**src/rtl/lsu_pkg.sv**
```systemverilog
// rtl/lsu_pkg.sv - shared constants and types for the load/store unit
package lsu_pkg;

  localparam int MEM_DEPTH_DEFAULT = 256;

  typedef enum logic [1:0] {
    IDLE   = 2'd0,
    ACCESS = 2'd1,
    RESP   = 2'd2
  } lsu_state_t;

  localparam logic [2:0] F3_B  = 3'b000;
  localparam logic [2:0] F3_H  = 3'b001;
  localparam logic [2:0] F3_W  = 3'b010;
  localparam logic [2:0] F3_BU = 3'b100;
  localparam logic [2:0] F3_HU = 3'b101;

  localparam logic [1:0] WE_NONE = 2'b00;
  localparam logic [1:0] WE_SB   = 2'b01;
  localparam logic [1:0] WE_SH   = 2'b10;
  localparam logic [1:0] WE_SW   = 2'b11;

  localparam logic [2:0] RE_LW  = 3'b000;
  localparam logic [2:0] RE_LB  = 3'b001;
  localparam logic [2:0] RE_LH  = 3'b010;
  localparam logic [2:0] RE_LBU = 3'b011;
  localparam logic [2:0] RE_LHU = 3'b100;

endpackage

```
**src/rtl/lsu_decode.sv**
```systemverilog
// rtl/lsu_decode.sv - access legality check and memory write/read code mapping
module lsu_decode
  import lsu_pkg::*;
#(
  parameter int MEM_DEPTH = MEM_DEPTH_DEFAULT
) (
  input  logic        store,
  input  logic [2:0]  funct3,
  input  logic [31:0] addr,
  output logic        err,
  output logic [1:0]  we,
  output logic [2:0]  re
);

  always_comb begin
    err = 1'b0;
    we  = WE_NONE;
    re  = RE_LW;
    if (store) begin
      case (funct3)
        F3_B:    we = WE_SB;
        F3_H:    we = WE_SH;
        F3_W:    we = WE_SW;
        default: err = 1'b1;
      endcase
    end else begin
      case (funct3)
        F3_B:    re = RE_LB;
        F3_H:    re = RE_LH;
        F3_W:    re = RE_LW;
        F3_BU:   re = RE_LBU;
        F3_HU:   re = RE_LHU;
        default: err = 1'b1;
      endcase
    end
    // funct3[1:0] is the access size for every legal code
    if (funct3[1:0] == 2'b01 && addr[0] != 1'b0)
      err = 1'b1;
    if (funct3[1:0] == 2'b10 && addr[1:0] != 2'b00)
      err = 1'b1;
    if (addr >= 32'(MEM_DEPTH))
      err = 1'b1;
    if (err)
      we = WE_NONE;
  end

endmodule

```
**src/rtl/load_store_unit.sv**
```systemverilog
// rtl/load_store_unit.sv - three-state load/store unit between pipeline and data memory
module load_store_unit
  import lsu_pkg::*;
#(
  parameter int MEM_DEPTH = MEM_DEPTH_DEFAULT
) (
  input  logic        clk,
  input  logic        rst,
  input  logic        req_valid,
  output logic        req_ready,
  input  logic        req_store,
  input  logic [2:0]  req_funct3,
  input  logic [31:0] req_addr,
  input  logic [31:0] req_wdata,
  output logic        rsp_valid,
  input  logic        rsp_ready,
  output logic [31:0] rsp_rdata,
  output logic        rsp_err,
  output logic [31:0] mem_A,
  output logic [31:0] mem_WD,
  output logic [1:0]  mem_WE,
  output logic [2:0]  mem_RE,
  input  logic [31:0] mem_RD
);

  lsu_state_t  state, state_nxt;
  logic        store_q;
  logic [2:0]  funct3_q;
  logic [31:0] addr_q;
  logic [31:0] wdata_q;
  logic        accept;

  logic        dec_store;
  logic [2:0]  dec_funct3;
  logic [31:0] dec_addr;
  logic        dec_err;
  logic [1:0]  dec_we;
  logic [2:0]  dec_re;

  assign accept = (state == IDLE) && req_valid;

  // One decoder: classifies the incoming request in IDLE, the held request afterwards
  assign dec_store  = (state == IDLE) ? req_store  : store_q;
  assign dec_funct3 = (state == IDLE) ? req_funct3 : funct3_q;
  assign dec_addr   = (state == IDLE) ? req_addr   : addr_q;

  lsu_decode #(.MEM_DEPTH(MEM_DEPTH)) u_decode (
    .store  (dec_store),
    .funct3 (dec_funct3),
    .addr   (dec_addr),
    .err    (dec_err),
    .we     (dec_we),
    .re     (dec_re)
  );

  always_ff @(posedge clk) begin
    if (!rst)
      state <= IDLE;
    else
      state <= state_nxt;
  end

  always_comb begin
    state_nxt = state;
    case (state)
      IDLE:    if (req_valid) state_nxt = dec_err ? RESP : ACCESS;
      ACCESS:  state_nxt = RESP;
      RESP:    if (rsp_ready) state_nxt = IDLE;
      default: state_nxt = IDLE;
    endcase
  end

  always_ff @(posedge clk) begin
    if (!rst) begin
      store_q   <= 1'b0;
      funct3_q  <= 3'b000;
      addr_q    <= 32'd0;
      wdata_q   <= 32'd0;
      rsp_rdata <= 32'd0;
      rsp_err   <= 1'b0;
    end else if (accept) begin
      store_q   <= req_store;
      funct3_q  <= req_funct3;
      addr_q    <= req_addr;
      wdata_q   <= req_wdata;
      rsp_rdata <= 32'd0;
      rsp_err   <= dec_err;
    end else if (state == ACCESS) begin
      rsp_rdata <= store_q ? 32'd0 : mem_RD;
    end
  end

  // Write enable is gated by rst directly so a reset edge never commits a store
  always_comb begin
    req_ready = (state == IDLE);
    rsp_valid = (state == RESP);
    mem_A     = 32'd0;
    mem_WD    = 32'd0;
    mem_WE    = WE_NONE;
    mem_RE    = RE_LW;
    if (state == ACCESS) begin
      mem_A  = addr_q;
      mem_WD = wdata_q;
      mem_WE = rst ? dec_we : WE_NONE;
      mem_RE = dec_re;
    end
  end

endmodule

```
**config.mk**
```make
export PLATFORM = sky130hd
export DESIGN_NAME = load_store_unit
export DESIGN_NICKNAME = d
export VERILOG_FILES = /design/src/rtl/lsu_pkg.sv /design/src/rtl/lsu_decode.sv /design/src/rtl/load_store_unit.sv
export SDC_FILE = /design/constraint.sdc
export NUM_CORES = 1
export LEC_CHECK = 0
export ABC_AREA = 1
export CORE_ASPECT_RATIO = 1.5
export CORE_MARGIN = 2
export CORE_UTILIZATION = 45
export DETAILED_ROUTE_END_ITERATION = 8
export HOLD_SLACK_MARGIN = 0.03
export PLACE_DENSITY = 0.9
export SLEW_MARGIN = 10
export SYNTH_ARGS = -nofsm -noshare
export SYNTH_HDL_FRONTEND = slang
export SYNTH_HIERARCHICAL = 1
export SYNTH_SLANG_ARGS = --single-unit
```
**constraint.sdc**
```tcl
create_clock -name clk -period 6.3 [get_ports clk]
set_input_delay 1.26 -clock clk [delete_from_list [all_inputs] [get_ports clk]]
set_output_delay 1.26 -clock clk [all_outputs]
set_load 0.01 [all_outputs]
```
Word-level counts from Yosys, hierarchy flattened --
Cells that the tools add are included.
Word-level totals: flip-flop bits (word level) 103, input port bits 104, word-level logic and storage cells 53
Operators by class: equality and inequality tests 10, multiplexer cells 24, reduce and logical (&&, ||, !) cells 10, order comparisons 1, bitwise operators 1
Operators with widths (count):
- 2-to-1 mux 32 bit | 4
- >= comparator 32 x 9 -> 1 bit, second input constant | 1
- 2-to-1 mux 2 bit | 7
- case mux 2 bit (3 select lines) | 2
- case mux 3 bit (4 select lines) | 1
- 2-to-1 mux 3 bit | 3
- 2-to-1 mux 1 bit | 7
- == test 3 bit, second input constant | 2
- OR reduction 5 bit | 1
- == test 2 x 1 -> 1 bit, second input constant | 2
- == test 2 bit, second input constant | 2
- == test 3 x 1 -> 1 bit, second input constant | 1
- == test 3 x 2 -> 1 bit, second input constant | 1
- logical AND 1 bit | 3
- logical NOT 3 bit | 1
- OR reduction 3 bit | 1
- logical NOT 2 bit | 1
- != test 2 x 1 -> 1 bit, second input constant | 1
- != test 2 bit, second input constant | 1
- AND reduction 2 bit | 1
- nonzero test 2 bit | 1
- OR reduction 2 bit | 1
- NOT 1 bit | 1

Logic depth before layout (Yosys ltp) --
Gate-level depths: netlist of the first run.
depth after elaboration 12, gate-level depth with buffers 15, gate-level depth less buffers 13

Cells and area by module --
Netlist of the first run, hierarchy kept.
By module, submodules not included:
- load_store_unit | cells each 865, instances 1, sequential area each 2062.0 µm², area each 5250.0 µm²
- lsu_decode | cells each 46, instances 1, sequential area each 0.0 µm², area each 200.2 µm²

Worst setup path after synthesis of the first run --
No wires, ideal clock.
path type in2out, start input req_store, end output mem_WE[0], arrival 2.186 ns, path slack 2.854 ns, stages 9, path through nand2_1 o21ai_0 nand2_1 inv_1 nor2_1 nand3_1 nor3_1 nand2_1 nor2_1
On the way: cells in the longest elaborated chain, start to end 8, elaborated cells on any way between the ends 9, classes of those cells mux: 9
RTL lines:
- start: declaration | RTL line load_store_unit.sv:11 | input logic req_store,
- 2-to-1 mux 1 bit * | RTL line load_store_unit.sv:43 | assign dec_store = (state == IDLE) ? req_store : store_q;
- via dec_store | RTL line load_store_unit.sv:33 | logic dec_store;
- 2-to-1 mux 1 bit | RTL line lsu_decode.sv:19 | if (store) begin
- 2-to-1 mux 1 bit | RTL line lsu_decode.sv:37 | if (funct3[1:0] == 2'b01 && addr[0] != 1'b0)
- 2-to-1 mux 1 bit | RTL line lsu_decode.sv:39 | if (funct3[1:0] == 2'b10 && addr[1:0] != 2'b00)
- 2-to-1 mux 1 bit | RTL line lsu_decode.sv:41 | if (addr >= 32'(MEM_DEPTH))
- 2-to-1 mux 2 bit * | RTL line lsu_decode.sv:43 | if (err)
- via dec_we[0] | RTL line load_store_unit.sv:37 | logic [1:0] dec_we;
- 2-to-1 mux 2 bit * | RTL line load_store_unit.sv:104 | mem_WE = rst ? dec_we : WE_NONE;
- 2-to-1 mux 2 bit * | RTL line load_store_unit.sv:101 | if (state == ACCESS) begin
- end: declaration | RTL line load_store_unit.sv:21 | output logic [1:0] mem_WE,
Mark *: on every way through the listed nets, which the timed path passes. The rest lies on a longest branch.

Worst setup path after layout of the first run --
start register state[0], end output mem_WE[0]
On the way: elaborated cells on any way between the ends 29, classes of those cells order compare: 1; eq/ne: 7; mux: 14; reduce/logical: 7
RTL lines:
- start: declaration | RTL line load_store_unit.sv:26 | lsu_state_t state, state_nxt;
- start signal: assignment | RTL line load_store_unit.sv:60 | state <= state_nxt;
- logical NOT 2 bit | RTL line load_store_unit.sv:45 | assign dec_addr = (state == IDLE) ? req_addr : addr_q;
- 2-to-1 mux 32 bit | RTL line load_store_unit.sv:45
- via dec_addr[24] | RTL line load_store_unit.sv:35 | logic [31:0] dec_addr;
- >= comparator 32 x 9 -> 1 bit | RTL line lsu_decode.sv:41
- 2-to-1 mux 1 bit | RTL line lsu_decode.sv:41
- 2-to-1 mux 2 bit | RTL line lsu_decode.sv:43
- via dec_we[0] | RTL line load_store_unit.sv:37
- 2-to-1 mux 2 bit | RTL line load_store_unit.sv:104
- 2-to-1 mux 2 bit | RTL line load_store_unit.sv:101
The timed path passes the listed nets, and every way through them passes these cells.

==> results of run 1 <==
## flip-flops by register name, indices dropped and copies added, names as in the netlist
name and count:
rsp_rdata 32, addr_q 32, wdata_q 32, rsp_err 1
store_q 1, funct3_q 3, state 2
## through the flow
step / std cells / hold slack [ns] / area (µm²) / util
5_1_grt: 1215 / 0.4850 / 7720 / 0.6524
3_5_place_dp: 1199 / 0.4560 / 7413 / 0.6265
3_3_place_gp: 1199 / 0.4483 / 7413 / 0.6265
6_report: 1215 / 0.4646 / 7720 / 0.6524
4_1_cts: 1215 / 0.4662 / 7720 / 0.6524
2_1_floorplan: 899 / 0.4393 / 5398 / -
## metal layers
metal,up-vias,GRT usage
met1,2636,0.2666
met5,-,0
met3,25,0.03706
met2,167,0.3896
li1,3044,-
met4,0,0.07972
## layout make-up
class | count | area, µm²
fillers | 1045 | 4113
multi-input cells | 589 | 2519
repair buffers | 213 | 2112
flip-flops and latches | 103 | 2062
inverters | 141 | 529.3
clock buffers | 9 | 225.2
well taps | 153 | 191.4
clock inverters | 7 | 81.33
## power by group through the flow
stage | Combinational [W] | Sequential [W] | Clock, W
finish | 0.000279 | 0.000710 | 0.000574
global route | 0.000314 | 0.000715 | 0.000612
CTS | 0.000279 | 0.000710 | 0.000584
detailed placement | 0.000278 | 0.000725 | 0
global placement | 0.000273 | 0.000723 | 0
floorplan | 0.000181 | 0.000720 | 0
## worst max path at each step
| stage | startpoint | to | slack [ns] | cells after the start |
|---|---|---|---|---|
| 6_report | state[0] | mem_WE[0] | 1.62 | 11 |
| 5_1_grt | state[0] | mem_WE[0] | 1.29 | 13 |
| 4_1_cts | state[0] | mem_WE[0] | 1.64 | 13 |
| 3_5_place_dp | req_store | mem_WE[0] | 1.69 | 11 |
| 3_3_place_gp | req_store | mem_WE[0] | 1.68 | 11 |
| 2_1_floorplan | req_store | mem_WE[0] | 2.85 | 9 |
## worst reg2reg max path: cells and delay by family (launching register included)
kind | cells | cell delay, ns
simple gates | 4 | 2.31
buf+inv | 1 | 0.50
flops | 1 | 0.42
==> impl_metrics.py, run 1 <==
metrics = {
    "global_route": {
        "grt_pass1_wl_mm": 23.60,
        "grt_pass1_vias": 5038,
        "antenna_found_initial": 0,
        "grt_max_degree": 102,
        "track_usage": 0.2212,
        "grt-ovfl-total": 0,
    },
    "worst_setup_path": {
        "reg2reg_from": "state[0]",
        "crit_fanout": 47,
        "arrival_ns": 3.42,
        "end_kind": "output pin",
        "r2r_slack_ns": 2.90,
        "worstReg2RegEnd": "rsp_rdata[5]",
        "crit_slowest_cell": "nor2_4",
        "cpPeakStageDelay_ns": 0.62,
        "crit_top_cell": "nor2_1",
        "crit_family": "simple AND/OR/NAND/NOR gates",
        "worstPathCellList": "nor2_4 > buf_4 > o21ai_0 > nor2_1 > nand2_1 > nor2_1 > nand3_1 > nor3_1 > nand2_1 > nor2_1 > clkdlybuf4s50_1",
        "reg2regPathDepth": 5,
        "cp.required_ns": 5.04,
        "worst-setup-path-type": "reg2out",
        "start_kind": "register",
        "critical_path_buf_inv_count": 2,
    },
    "floorplanning": {
        "rows": 49,
        "fp.dieW_um": 93.43,
        "ios": 208,
        "die-area_um2": 12910,
        "initial_core_util": 0.4562,
        "die_h_um": 138.1,
        "core_area_um2": 11830,
    },
    "placement": {
        "port_buffers": 207,
        "pre_cts_ws_ns": 1.693,
        "gp_congestion": 0.8304,
        "dp.final_hpwl_mm": 10.14,
    },
    "power_and_ir_drop": {
        "powerDensity_nw_per_um2": 202.4,
        "vdd_ir_drop_max_uv": 129.9,
        "p_comb_frac": 0.178,
        "p_switching_w": 0.0004377,
        "p_sw_frac": 0.2801,
        "seq_power_share": 0.455,
        "p_clk_frac": 0.367,
        "power_w": 0.001563,
        "power_leakage_nw": 3.430,
        "intPower_w": 0.001125,
    },
    "cts": {
        "cts_root_buf": "clkbuf_16",
        "cts.clk_slew.worst_paths_ns": 0.07,
        "tritoncts": "yes",
        "cts_max_level": 3,
        "cts_resized": 0,
        "clock_sinks": 103,
        "hold_buffers": 0,
        "numCtsBuffers": 9,
        "clock_latency_ns": 0.34,
        "clockBufferDepth": 2,
        "cts_setup_buffers": 0,
    },
    "routing": {
        "drt_pass1_iterations": 5,
        "wirelength_mm": 14.94,
        "drtIter0Drc": 284,
        "topRoutingLayerUsed": "met4",
        "wl_met3_um": 769,
        "drcViolationCount": 0,
        "routedWlPerCell_um": 12.29,
        "wl_met1_mm": 6.135,
        "vias_per_cell": 4.833,
        "antenna_left": 0,
        "dr_wl_met2_mm": 7.640,
        "route.vias.total": 5872,
    },
    "finish": {
        "layout_common_cells": "nand2_1, clkdlybuf4s50_1, nor2_1",
        "layout-drive-gt1-share": 0.03202,
        "area_delta_synth_final_pct": 43.02,
        "diodes": 0,
        "layout_commonest_cell": "nand2_1",
        "nets": 1161,
    },
    "synthesis": {
        "ys_warn_count": 6,
        "synthesis.nets": 1003,
        "netlist_area_um2": 5398,
        "synth_area_per_cell_um2": 6.004,
        "syn_inst": 899,
    },
    "sta": {
        "rsz0062_at_grt": "no",
        "finalSetupViolCount": 0,
        "slew_violations": 0,
        "worst_slew_pin_slew_ns": 1.117,
        "max-slew-margin-rel": 0.2555,
        "fmax_mhz": 213.5,
        "finalHoldViolations": 0,
        "final.setup.tns_ns": 0,
        "period_share": 0.7435,
        "worst_clock_skew_ns": 0.005463,
        "finalWorstSetupSlack_ns": 1.616,
        "fin_crit_ns": 4.684,
    },
    "hold_path": {
        "hp-class": "reg2reg",
        "min_path_cells": 2,
        "min_from": "addr_q[6]",
        "min_to": "addr_q[6]",
    },
    "outcome": {
        "status": "completed",
    },
    "run": {
        "drv_cap": 0,
    },
}
Power figures use the tool's default switching activity.
==> inputs of run 2 (changes only) <==
clock period = 4.72 ns   (was 6.3 ns; I/O delays follow)
==> run 2 against run 1 <==
Critical path depth is the same; sequential cell count is the same; clock-buffer cell count grew 2; hold slack is essentially flat; global-route usage grew 1.3 points; cell count is essentially flat; clock power grew 41%; sequential power grew 34%; die area is the same; combinational power grew 35%; largest power group unchanged.
==> impl_metrics.py, run 2 (same netlist as run 1, synthesis figures left out) <==
metrics = {
    "worst_setup_path": {
        "cp.required_ns": 3.78,
        "arrival_ns": 2.98,
        "r2r_slack_ns": 1.87,
        "worstPathCellList": "clkdlybuf4s50_1 > nand2_1 > o21ai_0 > nand2_1 > inv_1 > nor2_1 > nand3_1 > nor3_1 > nand2_1 > nor2_1 > clkdlybuf4s50_1",
        "cpPeakStageDelay_ns": 0.60,
        "reg2reg_from": "state[0]",
        "crit_top_cell": "nand2_1",
        "end_kind": "output pin",
        "critical_path_buf_inv_count": 3,
        "crit_fanout": 6,
        "reg2regPathDepth": 5,
        "start_kind": "input pin",
        "worstReg2RegEnd": "rsp_rdata[6]",
        "crit_slowest_cell": "clkdlybuf4s50_1",
        "worst-setup-path-type": "in2out",
        "crit_family": "buffers and inverters",
    },
    "hold_path": {
        "min_from": "addr_q[3]",
        "min_path_cells": 2,
        "hp-class": "reg2reg",
        "min_to": "addr_q[3]",
    },
    "routing": {
        "drtIter0Drc": 251,
        "antenna_left": 0,
        "wl_met3_um": 936,
        "drcViolationCount": 0,
        "route.vias.total": 5895,
        "wl_met1_mm": 6.198,
        "drt_pass1_iterations": 5,
        "vias_per_cell": 4.848,
        "wirelength_mm": 15.18,
        "dr_wl_met2_mm": 7.362,
        "routedWlPerCell_um": 12.49,
        "topRoutingLayerUsed": "met4",
    },
    "floorplanning": {
        "ios": 208,
        "fp.dieW_um": 93.43,
        "initial_core_util": 0.4562,
        "rows": 49,
        "die-area_um2": 12910,
        "die_h_um": 138.1,
        "core_area_um2": 11830,
    },
    "sta": {
        "worst_clock_skew_ns": 0.006248,
        "max-slew-margin-rel": 0.2637,
        "rsz0062_at_grt": "no",
        "finalHoldViolations": 0,
        "fmax_mhz": 255.0,
        "fin_crit_ns": 3.922,
        "final.setup.tns_ns": 0,
        "worst_slew_pin_slew_ns": 1.102,
        "period_share": 0.8310,
        "slew_violations": 0,
        "finalSetupViolCount": 0,
    },
    "power_and_ir_drop": {
        "powerDensity_nw_per_um2": 275.0,
        "power_leakage_nw": 3.449,
        "vdd_ir_drop_max_uv": 162.2,
    },
    "outcome": {
        "status": "completed",
    },
    "cts": {
        "cts_setup_buffers": 0,
        "cts_root_buf": "clkbuf_16",
        "hold_buffers": 0,
        "cts_max_level": 3,
        "clockBufferDepth": 2,
        "cts_resized": 0,
        "cts.clk_slew.worst_paths_ns": 0.07,
        "numCtsBuffers": 9,
        "clock_latency_ns": 0.34,
        "clock_sinks": 103,
        "tritoncts": "yes",
    },
    "finish": {
        "instances_no_fill": 1216,
        "layout_commonest_cell": "nand2_1",
        "diodes": 0,
        "reg_top3": "addr_q x32, rsp_rdata x32, wdata_q x32",
        "layout-drive-gt1-share": 0.03198,
        "nets": 1162,
        "layout_common_cells": "nand2_1, clkdlybuf4s50_1, nor2_1",
        "area_delta_synth_final_pct": 43.72,
        "n_fill_cell": 1036,
    },
    "placement": {
        "dp.final_hpwl_mm": 10.21,
        "gp_congestion": 0.8257,
        "port_buffers": 207,
        "placed_cells": 1200,
    },
    "global_route": {
        "grt_max_degree": 102,
        "grt-ovfl-total": 0,
        "antenna_found_initial": 0,
        "track_usage": 0.2339,
        "grt_pass1_wl_mm": 24.58,
        "grt_pass1_vias": 5209,
    },
    "run": {
        "drv_cap": 0,
    },
}
-- run 2: changes by cell type in the layout (fill, tap and decap cells not counted), sizes merged --
cell,previous run,this run
clkbuf,9,11
clkinv,3,2
bufinv,1,2
buf,8,9
inv,143,141
-- run 2: worst max path at each step --
| stage | cells past startpoint | end | slack, ns | start |
|---|---|---|---|---|
| after global placement | 11 | mem_WE[1] | 0.81 | req_store |
| final | 11 | mem_WE[0] | 0.80 | req_store |
| after detailed placement | 11 | mem_WE[1] | 0.81 | req_store |
| after floorplan | 9 | mem_WE[0] | 1.91 | req_store |
| after global routing | 11 | mem_WE[1] | 0.53 | req_store |
| after CTS | 11 | mem_WE[0] | 0.80 | req_store |
-- run 2: area by class of cell --
cell class	instances	area [µm²]	share of cell area
well taps	153	191.4	0.02468
repair buffers	214	2132	0.2748
inverters	141	529.3	0.06823
clock buffers	11	242.7	0.03129
flip-flops and latches	103	2062	0.2658
multi-input cells	589	2519	0.3247
clock inverters	5	81.33	0.01048
-- run 2: through the flow --
step	setup slack [ns]	utilization	power (W)	cell area [µm²]	hold WS, ns
2_1_floorplan	1.906	-	0.001203	5398	0.4393
3_3_place_gp	0.8092	0.6282	0.001334	7433	0.4494
3_5_place_dp	0.8124	0.6282	0.001344	7433	0.4569
4_1_cts	0.7967	0.6556	0.002150	7757	0.4672
5_1_grt	0.5323	0.6556	0.002248	7757	0.4857
6_report	0.7977	0.6556	0.002134	7757	0.4644
-- run 2: tightest hold or removal path, cell delays in order (launching register included) --
cell,delay [ns]
dfxtp_1,0.31
nand3_1,0.07
nand2_1,0.04
-- run 2: metal layers --
| metal | up-vias | GRT usage |
|---|---|---|
| met4 | 0 | 0.1192 |
| li1 | 3042 | - |
| met3 | 42 | 0.05450 |
| met5 | - | 0 |
| met2 | 199 | 0.3900 |
| met1 | 2612 | 0.2767 |
-- run 2: where the power goes --
part / switching [W] / internal, W
logic: 0.000211 / 0.000166
registers: 0.0000277 / 0.000921
clock network: 0.000328 / 0.000480
total: 0.000567 / 0.00157
